$ cat src/rtl/cdb_arbiter_pkg.sv
// +------------------------------------------------------------------+
// | Package  : sys_defs                                              |
// | Desc.    : Shared CDB completion packet type and FU indices.     |
// | Revision : 1.0                                                   |
// +------------------------------------------------------------------+
`default_nettype none

package sys_defs;

  localparam int CDB_NUM_SRC    = 3;
  localparam int CDB_FIFO_DEPTH = 2;
  localparam int CDB_PREG_W     = 6;
  localparam int CDB_RS_IDX_W   = 3;
  localparam int CDB_ROB_IDX_W  = 5;

  localparam int FU_ALU  = 0;
  localparam int FU_MULT = 1;
  localparam int FU_LSU  = 2;

  typedef struct packed {
    logic                     has_dest;
    logic [CDB_PREG_W-1:0]    preg;
    logic [CDB_RS_IDX_W-1:0]  rs_idx;
    logic [CDB_ROB_IDX_W-1:0] rob_idx;
  } CDB_PACKET;

endpackage

`default_nettype wire

$ cat src/rtl/cdb_arbiter_if.sv
// +------------------------------------------------------------------+
// | Interface : cdb_arbiter_if                                       |
// | Desc.     : FU completion push side and CDB/RS broadcast side.   |
// | Revision  : 1.0                                                  |
// +------------------------------------------------------------------+
`default_nettype none

interface cdb_arbiter_if #(
  parameter int NUM_SRC   = sys_defs::CDB_NUM_SRC,
  parameter int PREG_W    = sys_defs::CDB_PREG_W,
  parameter int RS_IDX_W  = sys_defs::CDB_RS_IDX_W,
  parameter int ROB_IDX_W = sys_defs::CDB_ROB_IDX_W
);

  logic                               squash;
  logic [NUM_SRC-1:0]                 src_valid;
  logic [NUM_SRC-1:0]                 src_ready;
  logic [NUM_SRC-1:0]                 src_has_dest;
  logic [NUM_SRC-1:0][PREG_W-1:0]     src_preg;
  logic [NUM_SRC-1:0][RS_IDX_W-1:0]   src_rs_idx;
  logic [NUM_SRC-1:0][ROB_IDX_W-1:0]  src_rob_idx;
  logic                               complete_en;
  logic                               cdb_en;
  logic [PREG_W-1:0]                  cdb_tag;
  logic [ROB_IDX_W-1:0]               cdb_rob_idx;
  logic                               remove_en;
  logic [RS_IDX_W-1:0]                remove_idx;

  modport master (
    output squash, src_valid, src_has_dest, src_preg, src_rs_idx, src_rob_idx,
    input  src_ready, complete_en, cdb_en, cdb_tag, cdb_rob_idx, remove_en, remove_idx
  );

  modport slave (
    input  squash, src_valid, src_has_dest, src_preg, src_rs_idx, src_rob_idx,
    output src_ready, complete_en, cdb_en, cdb_tag, cdb_rob_idx, remove_en, remove_idx
  );

endinterface

`default_nettype wire

$ cat src/rtl/cdb_arbiter_fifo.sv
// +------------------------------------------------------------------+
// | Module   : cdb_fifo                                              |
// | Desc.    : Small synchronous FIFO buffering one FU's completions. |
// | Revision : 1.0                                                   |
// +------------------------------------------------------------------+
`default_nettype none

module cdb_fifo #(
  parameter  int WIDTH = 15,
  parameter  int DEPTH = 2,
  localparam int PTR_W = $clog2(DEPTH),
  localparam int CNT_W = $clog2(DEPTH + 1)
) (
  input  logic             clock,
  input  logic             reset,
  input  logic             flush,
  input  logic             push,
  input  logic             pop,
  input  logic [WIDTH-1:0] data_in,
  output logic [WIDTH-1:0] data_out,
  output logic [CNT_W-1:0] count,
  output logic             full,
  output logic             empty
);

  logic [WIDTH-1:0] r_mem [DEPTH];
  logic [PTR_W-1:0] r_head;
  logic [PTR_W-1:0] r_tail;
  logic [CNT_W-1:0] r_count;
  logic             w_push;
  logic             w_pop;

  assign full     = (r_count == CNT_W'(DEPTH));
  assign empty    = (r_count == '0);
  assign count    = r_count;
  assign data_out = r_mem[r_head];
  assign w_push   = push & ~full;
  assign w_pop    = pop & ~empty;

  always_ff @(posedge clock) begin
    if (w_push) begin
      r_mem[r_tail] <= data_in;
    end
  end

  // DEPTH is a power of two, so pointer wrap is plain binary overflow.
  always_ff @(posedge clock) begin
    if (reset || flush) begin
      r_head  <= '0;
      r_tail  <= '0;
      r_count <= '0;
    end else begin
      if (w_push) r_tail <= r_tail + PTR_W'(1);
      if (w_pop)  r_head <= r_head + PTR_W'(1);
      case ({w_push, w_pop})
        2'b10:   r_count <= r_count + CNT_W'(1);
        2'b01:   r_count <= r_count - CNT_W'(1);
        default: r_count <= r_count;
      endcase
    end
  end

endmodule

`default_nettype wire

$ cat src/rtl/cdb_arbiter.sv
// +------------------------------------------------------------------+
// | Module   : cdb_arbiter                                           |
// | Desc.    : Round-robin completion arbiter driving CDB and RS free.|
// | Revision : 1.0                                                   |
// +------------------------------------------------------------------+
`default_nettype none

module cdb_arbiter
  import sys_defs::*;
#(
  parameter int NUM_SRC    = CDB_NUM_SRC,
  parameter int FIFO_DEPTH = CDB_FIFO_DEPTH,
  parameter int PREG_W     = CDB_PREG_W,
  parameter int RS_IDX_W   = CDB_RS_IDX_W,
  parameter int ROB_IDX_W  = CDB_ROB_IDX_W
) (
  input logic          clock,
  input logic          reset,
  cdb_arbiter_if.slave bus
);

  localparam int c_SRC_W   = (NUM_SRC > 1) ? $clog2(NUM_SRC) : 1;
  localparam int c_ENTRY_W = 1 + PREG_W + RS_IDX_W + ROB_IDX_W;
  localparam int c_CNT_W   = $clog2(FIFO_DEPTH + 1);

  typedef struct packed {
    logic                 has_dest;
    logic [PREG_W-1:0]    preg;
    logic [RS_IDX_W-1:0]  rs_idx;
    logic [ROB_IDX_W-1:0] rob_idx;
  } entry_t;

  entry_t               w_push_data [NUM_SRC];
  entry_t               w_head      [NUM_SRC];
  logic [c_CNT_W-1:0]   w_count     [NUM_SRC];
  logic [NUM_SRC-1:0]   w_full;
  logic [NUM_SRC-1:0]   w_empty;
  logic [NUM_SRC-1:0]   w_push;
  logic [NUM_SRC-1:0]   w_pop;
  logic [NUM_SRC-1:0]   w_unused_count;
  logic [c_SRC_W-1:0]   r_rr_ptr;
  logic [c_SRC_W-1:0]   w_grant_idx;
  logic                 w_grant_vld;
  logic                 w_grant_en;
  entry_t               w_sel;

  generate
    for (genvar i = 0; i < NUM_SRC; i++) begin : g_src
      assign w_push_data[i] = '{has_dest: bus.src_has_dest[i],
                                preg:     bus.src_preg[i],
                                rs_idx:   bus.src_rs_idx[i],
                                rob_idx:  bus.src_rob_idx[i]};
      // Ready comes from registered fullness only; a same-cycle pop does not help.
      assign bus.src_ready[i] = ~w_full[i] & ~bus.squash;
      assign w_push[i]        = bus.src_valid[i] & bus.src_ready[i];
      assign w_pop[i]         = w_grant_en & (w_grant_idx == c_SRC_W'(i));
      assign w_unused_count[i] = ^w_count[i];

      cdb_fifo #(
        .WIDTH (c_ENTRY_W),
        .DEPTH (FIFO_DEPTH)
      ) u_fifo (
        .clock    (clock),
        .reset    (reset),
        .flush    (bus.squash),
        .push     (w_push[i]),
        .pop      (w_pop[i]),
        .data_in  (w_push_data[i]),
        .data_out (w_head[i]),
        .count    (w_count[i]),
        .full     (w_full[i]),
        .empty    (w_empty[i])
      );
    end
  endgenerate

  always_comb begin
    int s;
    s           = 0;
    w_grant_vld = 1'b0;
    w_grant_idx = '0;
    for (int k = 0; k < NUM_SRC; k++) begin
      s = (int'(r_rr_ptr) + k) % NUM_SRC;
      if (!w_grant_vld && !w_empty[s]) begin
        w_grant_vld = 1'b1;
        w_grant_idx = c_SRC_W'(s);
      end
    end
  end

  assign w_grant_en = w_grant_vld & ~bus.squash;
  assign w_sel      = w_grant_en ? w_head[w_grant_idx] : '0;

  assign bus.complete_en = w_grant_en;
  assign bus.remove_en   = w_grant_en;
  assign bus.cdb_en      = w_sel.has_dest;
  assign bus.cdb_tag     = w_sel.preg;
  assign bus.cdb_rob_idx = w_sel.rob_idx;
  assign bus.remove_idx  = w_sel.rs_idx;

  always_ff @(posedge clock) begin
    if (reset || bus.squash) begin
      r_rr_ptr <= '0;
    end else if (w_grant_en) begin
      r_rr_ptr <= (w_grant_idx == c_SRC_W'(NUM_SRC - 1)) ? '0 : w_grant_idx + c_SRC_W'(1);
    end
  end

endmodule

`default_nettype wire
$ cat src/flat_wrapper.sv
// flat-port wrapper written by rule: the top's interface ports become plain ports
module cdb_arbiter_flat import sys_defs::*;
#(
  parameter int NUM_SRC    = CDB_NUM_SRC,
  parameter int FIFO_DEPTH = CDB_FIFO_DEPTH,
  parameter int PREG_W     = CDB_PREG_W,
  parameter int RS_IDX_W   = CDB_RS_IDX_W,
  parameter int ROB_IDX_W  = CDB_ROB_IDX_W
)
  (clock, reset, bus_squash, bus_src_valid, bus_src_has_dest, bus_src_preg, bus_src_rs_idx, bus_src_rob_idx, bus_src_ready, bus_complete_en, bus_cdb_en, bus_cdb_tag, bus_cdb_rob_idx, bus_remove_en, bus_remove_idx);
  cdb_arbiter_if #(.NUM_SRC(NUM_SRC), .PREG_W(PREG_W), .RS_IDX_W(RS_IDX_W), .ROB_IDX_W(ROB_IDX_W)) bus_i ();
  input logic clock;
  input logic reset;
  input wire logic [$bits(bus_i.squash)-1:0] bus_squash;
  input wire logic [$bits(bus_i.src_valid)-1:0] bus_src_valid;
  input wire logic [$bits(bus_i.src_has_dest)-1:0] bus_src_has_dest;
  input wire logic [$bits(bus_i.src_preg)-1:0] bus_src_preg;
  input wire logic [$bits(bus_i.src_rs_idx)-1:0] bus_src_rs_idx;
  input wire logic [$bits(bus_i.src_rob_idx)-1:0] bus_src_rob_idx;
  output wire logic [$bits(bus_i.src_ready)-1:0] bus_src_ready;
  output wire logic [$bits(bus_i.complete_en)-1:0] bus_complete_en;
  output wire logic [$bits(bus_i.cdb_en)-1:0] bus_cdb_en;
  output wire logic [$bits(bus_i.cdb_tag)-1:0] bus_cdb_tag;
  output wire logic [$bits(bus_i.cdb_rob_idx)-1:0] bus_cdb_rob_idx;
  output wire logic [$bits(bus_i.remove_en)-1:0] bus_remove_en;
  output wire logic [$bits(bus_i.remove_idx)-1:0] bus_remove_idx;
  assign bus_i.squash = bus_squash;
  assign bus_i.src_valid = bus_src_valid;
  assign bus_i.src_has_dest = bus_src_has_dest;
  assign bus_i.src_preg = bus_src_preg;
  assign bus_i.src_rs_idx = bus_src_rs_idx;
  assign bus_i.src_rob_idx = bus_src_rob_idx;
  assign bus_src_ready = bus_i.src_ready;
  assign bus_complete_en = bus_i.complete_en;
  assign bus_cdb_en = bus_i.cdb_en;
  assign bus_cdb_tag = bus_i.cdb_tag;
  assign bus_cdb_rob_idx = bus_i.cdb_rob_idx;
  assign bus_remove_en = bus_i.remove_en;
  assign bus_remove_idx = bus_i.remove_idx;
  cdb_arbiter #(.NUM_SRC(NUM_SRC), .FIFO_DEPTH(FIFO_DEPTH), .PREG_W(PREG_W), .RS_IDX_W(RS_IDX_W), .ROB_IDX_W(ROB_IDX_W)) u_core (.clock(clock), .reset(reset), .bus(bus_i));
endmodule
$ cat config.mk
export PLATFORM = sky130hd
export DESIGN_NAME = cdb_arbiter_flat
export DESIGN_NICKNAME = d
export VERILOG_FILES = /design/src/rtl/cdb_arbiter_pkg.sv /design/src/rtl/cdb_arbiter_if.sv /design/src/rtl/cdb_arbiter_fifo.sv /design/src/rtl/cdb_arbiter.sv /design/src/flat_wrapper.sv
export SDC_FILE = /design/constraint.sdc
export NUM_CORES = 1
export LEC_CHECK = 0
export CAP_MARGIN = 10
export CORE_MARGIN = 10
export CORE_UTILIZATION = 50
export CTS_CLUSTER_SIZE = 14
export DETAILED_ROUTE_END_ITERATION = 8
export DONT_BUFFER_PORTS = 1
export PLACE_DENSITY = 0.7
export SYNTH_ARGS = -nofsm -noshare
export SYNTH_HDL_FRONTEND = slang
export SYNTH_HIERARCHICAL = 1
export SYNTH_SLANG_ARGS = --single-unit
$ cat constraint.sdc
create_clock -name clock -period 8.19 [get_ports clock]
set_clock_uncertainty 0.2 [all_clocks]
set_input_delay 2.0475 -clock clock [delete_from_list [all_inputs] [get_ports clock]]
set_output_delay 2.0475 -clock clock [all_outputs]
set_load 0.1 [all_outputs]
==> impl_metrics.tcl, run 1 <==
set metrics [dict create \
    result_of_the_run "finished clean" \
    intPower_mw 0.813 \
    worst_r2r_src "u_core/r_rr_ptr[0]$_SDFFE_PP0P_" \
    std_cell_rows 35 \
    hpwlAfterDp_um 7040 \
    path_class "reg -> out" \
    hold_end "u_core/g_src[2].u_fifo/r_tail$_SDFFE_PP0P_" \
    post_synth_instance_area_sq_mm 0.00470 \
    cts_buffers 9 \
    power_per_cell_area_mw_per_mm2 274 \
    synth.area.top_cells "sky130_fd_sc_hd__edfxtp_1, sky130_fd_sc_hd__dfxtp_1, sky130_fd_sc_hd__mux2_1" \
    report.final.setup_viol 0 \
    required_ps 5940 \
    power_leakage_nw 1.74 \
    cts_root_buf "sky130_fd_sc_hd__clkbuf_8" \
    worst_hold_startpoint "u_core/g_src[2].u_fifo/r_tail$_SDFFE_PP0P_" \
    timing.hold.worst_path_depth 2 \
    io_port_bufs 0 \
    finalCriticalPeriod_ps 6130 \
    first_pass_iters 4 \
    dominantRegCellSynth "sky130_fd_sc_hd__edfxtp_1" \
    timing.rr.end "u_core/g_src[1].u_fifo/count[1]$_SDFFE_PP0P_" \
    detail_route.vias_per_cell 5.78 \
    floorplan.die.height_um 117 \
    grt_pass1_wl_um 14700 \
    first_global_vias 2677 \
    switchingPower_mw 0.570 \
    startpoint_type "flop" \
    synth_edf_count 90 \
    post_cts_repair_setup_buffers 0 \
    route.vias.total 2538 \
    crit_fanout 15 \
    vdd_ir_drop_max_v 0.000216 \
    final-max-slew-violation-count 0 \
    layout.area.seq_sq_mm 0.00304 \
    final_core_util 0.549 \
    hold_viol 0 \
    synthDominantAreaCellType "sky130_fd_sc_hd__edfxtp_1" \
    endpoint_kind "output pin" \
    cts_tree "built" \
    timing.max_cap.violations 0 \
    hold_slack_ps 301 \
    largest_net_degree_at_the_start_of_global_routing 21 \
    io_pins 71 \
    detailedRoute.firstIterationViolations 147 \
    maxClockFrequency_ghz 0.163 \
    ys_warn_count 6 \
    initial_antenna_violation_count 0 \
    cts.reportedPaths.clkPinSlew_ps 100 \
    clock-sinks 107 \
    cts-hold-fix-buffers 0 \
    syn2layout_area_growth_pct 7.40 \
    final_wl_um 9600 \
    worst_skew_pair.late_latency_ps 370 \
    power_switching_share 0.412 \
    timing.slew.headroom 0.194 \
    synth.ff_latch_count 107 \
    cts.path.max_buffers 2 \
    postCtsResizedCells 0 \
    synth_top_cell_area_share 0.575 \
    ant_nets 0 \
    synth.net_count 381 \
    die_area_sq_mm 0.0137 \
    layout_worst_path_cycle_share 0.749 \
    grt_setup_unrepaired "false" \
    floorplan.die.width_um 117 \
    h-tree-depth 3 \
    sequentialPowerShare 0.444 \
    actual_slew_at_the_worst_max_slew_pin_ps 1200 \
    r2r_setup_slack_ps 4450 \
    post_synth_inst_count 323 \
    multi_input_area_sq_mm 0.00160 \
    gp_routability_congestion 0.819 \
    pwr-share-clk 0.226 \
    wl_per_cell_um 21.9 \
    reg2reg_depth 11 \
    n_fill_cell 746 \
    arrival_ps 3890 \
    layout.nets 381 \
    drc 0 \
    antenna_cells_inserted 0 \
    timing.setup.tns_ps 0 \
    global_routing_usage_summed_across_all_routing_layers 0.146 \
    synth.lib_cells_used.distinct 44 \
    post_synth_most_frequent_cells "sky130_fd_sc_hd__edfxtp_1, sky130_fd_sc_hd__mux2_1, sky130_fd_sc_hd__mux2_2" \
    initial_util 0.511 \
    yosysSeqAreaShare 0.647 \
    synth-async-reset-ratio 0 \
    drive_above_1_share 0.201 \
    postSynthAreaPerCell_sq_um 14.6 \
    type_of_the_worst_min_delay_path "reg -> reg" \
    yosys.cell_count.top_type "sky130_fd_sc_hd__edfxtp_1" \
    core_region_area_sq_mm 0.00920 \
    grt-ovfl-total 0 \
    logic_pwr_share 0.330 \
]
[cells by family (layout without fill, tap and decap cells)]
group / Yosys count / after routing / synth area share
xor gates and xnor gates: 9 / 9 / 0.0168
muxes: 62 / 62 / 0.145
DFF: 107 / 107 / 0.647
and+or+nand+nor: 63 / 63 / 0.0719
buffers and inverters: 30 / 35 / 0.0325
AOI/OAI and AO/OA: 45 / 45 / 0.0679
adders and majority gates: 7 / 7 / 0.0186
[registers in the layout, summed over array words and instances (netlist names), named ones only]
name / count
u_core/g_src.u_fifo/count: 6
u_core/g_src.u_fifo/r_head: 3
u_core/g_src.u_fifo/r_mem: 90
u_core/g_src.u_fifo/r_tail: 3
u_core/r_rr_ptr: 2
[layout by cell type (no fill, tap or decap), drive strengths merged, types with 7 or more instances in the layout]
master / count
a21oi: 8
clkbuf: 9
dfxtp: 17
edfxtp: 90
ha: 7
inv: 22
mux2: 47
mux2i: 15
nor2: 19
o21ai: 14
o2bb2ai: 12
[cell type report]
class | count | area share
flip-flops and latches | 107 | 0.603
multi-input cells | 186 | 0.317
well taps | 111 | 0.0275
clock buffers | 9 | 0.0245
clock inverters | 7 | 0.0136
inverters | 18 | 0.0134
repair buffers | 1 | 0.00149
[power by group through the flow]
stage          registers (mW)  clock network [mW]  logic, mW
2_1_floorplan           0.624                   0      0.394
3_3_place_gp            0.625                   0      0.454
3_5_place_dp            0.627                   0      0.456
4_1_cts                 0.614               0.320      0.458
5_1_grt                 0.616               0.342      0.479
6_report                0.614               0.313      0.456
[worst max-delay path: stages, from the launching register on]
cell,delay (ps)
sky130_fd_sc_hd__dfxtp_1,400
sky130_fd_sc_hd__inv_1,80
sky130_fd_sc_hd__ha_1,270
sky130_fd_sc_hd__inv_1,160
sky130_fd_sc_hd__mux2_4,350
sky130_fd_sc_hd__or4_1,500
sky130_fd_sc_hd__nand3_1,120
sky130_fd_sc_hd__and2_1,660
sky130_fd_sc_hd__a221o_1,960
[per-layer routing]
metal  track usage  vias up  part of all wire  wire length (um)
met4        0.0593        0             0.020               196
met3        0.0561       15             0.086               830
met1         0.157     1251              0.38              3640
li1              -     1207                 -                 -
met2         0.252       65              0.51              4930
met5             0        -                 0                 0
[stage by stage]
stage	cells	instance area (sq um)	total power, mW	setup WS (ps)
final	439	5050	1.38	2060
after CTS	439	5050	1.39	2050
after detailed placement	423	4860	1.08	2170
after global placement	423	4860	1.08	2180
after global routing	439	5050	1.44	1800
after floorplan	323	4700	1.02	1220
[worst max path at each step]
stage	slack, ps	cells after the start	startpoint	endpoint
after floorplan	1220	4	bus_squash	bus_cdb_en
after global placement	2180	3	bus_squash	bus_cdb_rob_idx[2]
after detailed placement	2170	3	bus_squash	bus_cdb_rob_idx[2]
after CTS	2050	8	u_core/r_rr_ptr[0]$_SDFFE_PP0P_	bus_cdb_rob_idx[2]
after global routing	1800	8	u_core/r_rr_ptr[0]$_SDFFE_PP0P_	bus_cdb_en
final	2060	8	u_core/r_rr_ptr[0]$_SDFFE_PP0P_	bus_cdb_en
No activity file was read; power rests on OpenSTA's default activity.
==> inputs of run 2 (changes only) <==
- PLACE_DENSITY: 0.7 -> 0.73
- clock period: 8.19 -> 5.3 ns (I/O delays scaled with it)
==> impl_metrics.tcl, run 2 (synthesized netlist as in run 1, its figures left out) <==
set metrics [dict create \
    largest_net_degree_at_the_start_of_global_routing 21 \
    crit_fanout 14 \
    report.final.setup_viol 0 \
    first_pass_iters 4 \
    h-tree-depth 3 \
    global_routing_usage_summed_across_all_routing_layers 0.140 \
    intPower_mw 1.36 \
    vdd_ir_drop_max_v 0.000393 \
    actual_slew_at_the_worst_max_slew_pin_ps 803 \
    postCtsResizedCells 0 \
    final_wl_um 9280 \
    grt_pass1_wl_um 14300 \
    timing.setup.tns_ps 0 \
    cts_buffers 9 \
    drive_above_1_share 0.252 \
    cts.path.max_buffers 2 \
    sequentialPowerShare 0.422 \
    startpoint_type "flop" \
    post_cts_repair_setup_buffers 0 \
    mostFrequentLayoutCell "sky130_fd_sc_hd__edfxtp_1" \
    io_pins 71 \
    maxClockFrequency_ghz 0.215 \
    dp_worst_setup_slack_ps 1050 \
    route.vias.total 2608 \
    floorplan.die.height_um 117 \
    arrival_ps 3130 \
    timing.max_cap.violations 0 \
    detail_route.vias_per_cell 5.67 \
    syn2layout_area_growth_pct 11.1 \
    grt_setup_unrepaired "false" \
    core_region_area_sq_mm 0.00920 \
    power_switching_share 0.394 \
    cts_root_buf "sky130_fd_sc_hd__clkbuf_8" \
    drc 0 \
    std_cell_rows 35 \
    required_ps 3770 \
    pwr-share-clk 0.233 \
    cts_tree "built" \
    type_of_the_worst_min_delay_path "reg -> reg" \
    hold_viol 0 \
    timing.slew.headroom 0.465 \
    floorplan.die.width_um 117 \
    wl_per_cell_um 20.2 \
    grt-ovfl-total 0 \
    clock-sinks 107 \
    ant_nets 0 \
    finalCriticalPeriod_ps 4660 \
    top_register "u_core/g_src.u_fifo/r_mem" \
    endpoint_kind "output pin" \
    layout.nets 402 \
    logic_pwr_share 0.345 \
    power_leakage_nw 1.86 \
    first_global_vias 2709 \
    fin_ws_ps 641 \
    cts-hold-fix-buffers 0 \
    power_per_cell_area_mw_per_mm2 430 \
    cts.reportedPaths.clkPinSlew_ps 100 \
    layout_worst_path_cycle_share 0.879 \
    hpwlAfterDp_um 6920 \
    initial_antenna_violation_count 0 \
    result_of_the_run "finished clean" \
    final-max-slew-violation-count 0 \
    detailedRoute.firstIterationViolations 143 \
    worst_skew_pair.late_latency_ps 360 \
    path_class "reg -> out" \
    antenna_cells_inserted 0 \
    switchingPower_mw 0.885 \
    io_port_bufs 0 \
    die_area_sq_mm 0.0137 \
    commonest_non_fill_non_tap_cells_in_the_layout "sky130_fd_sc_hd__edfxtp_1, sky130_fd_sc_hd__mux2_1, sky130_fd_sc_hd__buf_4, sky130_fd_sc_hd__mux2_2, sky130_fd_sc_hd__dfxtp_1" \
    largest_reg_flops 90 \
    gp_routability_congestion 0.893 \
    initial_util 0.511 \
    n_fill_cell 738 \
]
-- run 2: cell types whose count changed in the layout (fill, tap and decap cells not counted), sizes merged --
cell / before / now
buf: 1 / 22
clkinv: 3 / 1
bufinv: 0 / 1
inv: 22 / 23
-- run 2: critical path, stage by stage, from the launching register on --
cell and delay (ps):
sky130_fd_sc_hd__dfxtp_1 390, sky130_fd_sc_hd__inv_1 80, sky130_fd_sc_hd__ha_1 280, sky130_fd_sc_hd__mux2i_1 180, sky130_fd_sc_hd__mux2_4 310, sky130_fd_sc_hd__or4_1 500
sky130_fd_sc_hd__nand3_1 140, sky130_fd_sc_hd__and2_1 160, sky130_fd_sc_hd__buf_4 250, sky130_fd_sc_hd__o2bb2ai_2 150, sky130_fd_sc_hd__buf_4 320
-- run 2: final timing paths --
check,start,end,slack [ps],cells after the start
worst min-delay path,u_core/g_src[0].u_fifo/r_tail$_SDFFE_PP0P_,u_core/g_src[0].u_fifo/r_tail$_SDFFE_PP0P_,290,2
worst max-delay path,u_core/r_rr_ptr[1]$_SDFFE_PP0P_,bus_remove_idx[2],640,10
worst max register to register,u_core/r_rr_ptr[0]$_SDFFE_PP0P_,u_core/g_src[1].u_fifo/count[1]$_SDFFE_PP0P_,1710,12
worst min register to register,u_core/g_src[0].u_fifo/r_tail$_SDFFE_PP0P_,u_core/g_src[0].u_fifo/r_tail$_SDFFE_PP0P_,290,2
-- run 2: through the flow --
stage          std cells  cell area (sq um)   util  total power, mW  hold WS (ps)
3_5_place_dp         444               5010  0.545             1.74           279
5_1_grt              460               5230  0.568             2.33           349
4_1_cts              460               5230  0.568             2.26           294
6_report             460               5230  0.568             2.25           291
3_3_place_gp         444               5010  0.545             1.74           268
2_1_floorplan        323               4700      -             1.57           256
-- run 2: per-layer routing --
layer  vias to the layer above  routed length (um)  GRT usage
met4                         0                 244     0.0675
met3                        17                 774     0.0474
met5                         -                   0          0
met1                      1270                3710      0.160
met2                        69                4550      0.230
li1                       1252                   -          -
-- run 2: power groups by stage --
stage | sequential, mW | clock [mW] | combinational (mW)
floorplan | 0.964 | 0 | 0.610
global placement | 0.966 | 0 | 0.770
detailed placement | 0.968 | 0 | 0.774
CTS | 0.948 | 0.537 | 0.777
global route | 0.951 | 0.570 | 0.811
finish | 0.948 | 0.525 | 0.775
-- run 2: final cells by class --
cell class / instances / area [sq um] / share of cell area
inverters: 18 / 67.6 / 0.0129
repair buffers: 22 / 165 / 0.0316
well taps: 111 / 139 / 0.0266
clock buffers: 9 / 124 / 0.0237
flip-flops and latches: 107 / 3040 / 0.582
multi-input cells: 186 / 1600 / 0.306
clock inverters: 7 / 87.6 / 0.0168
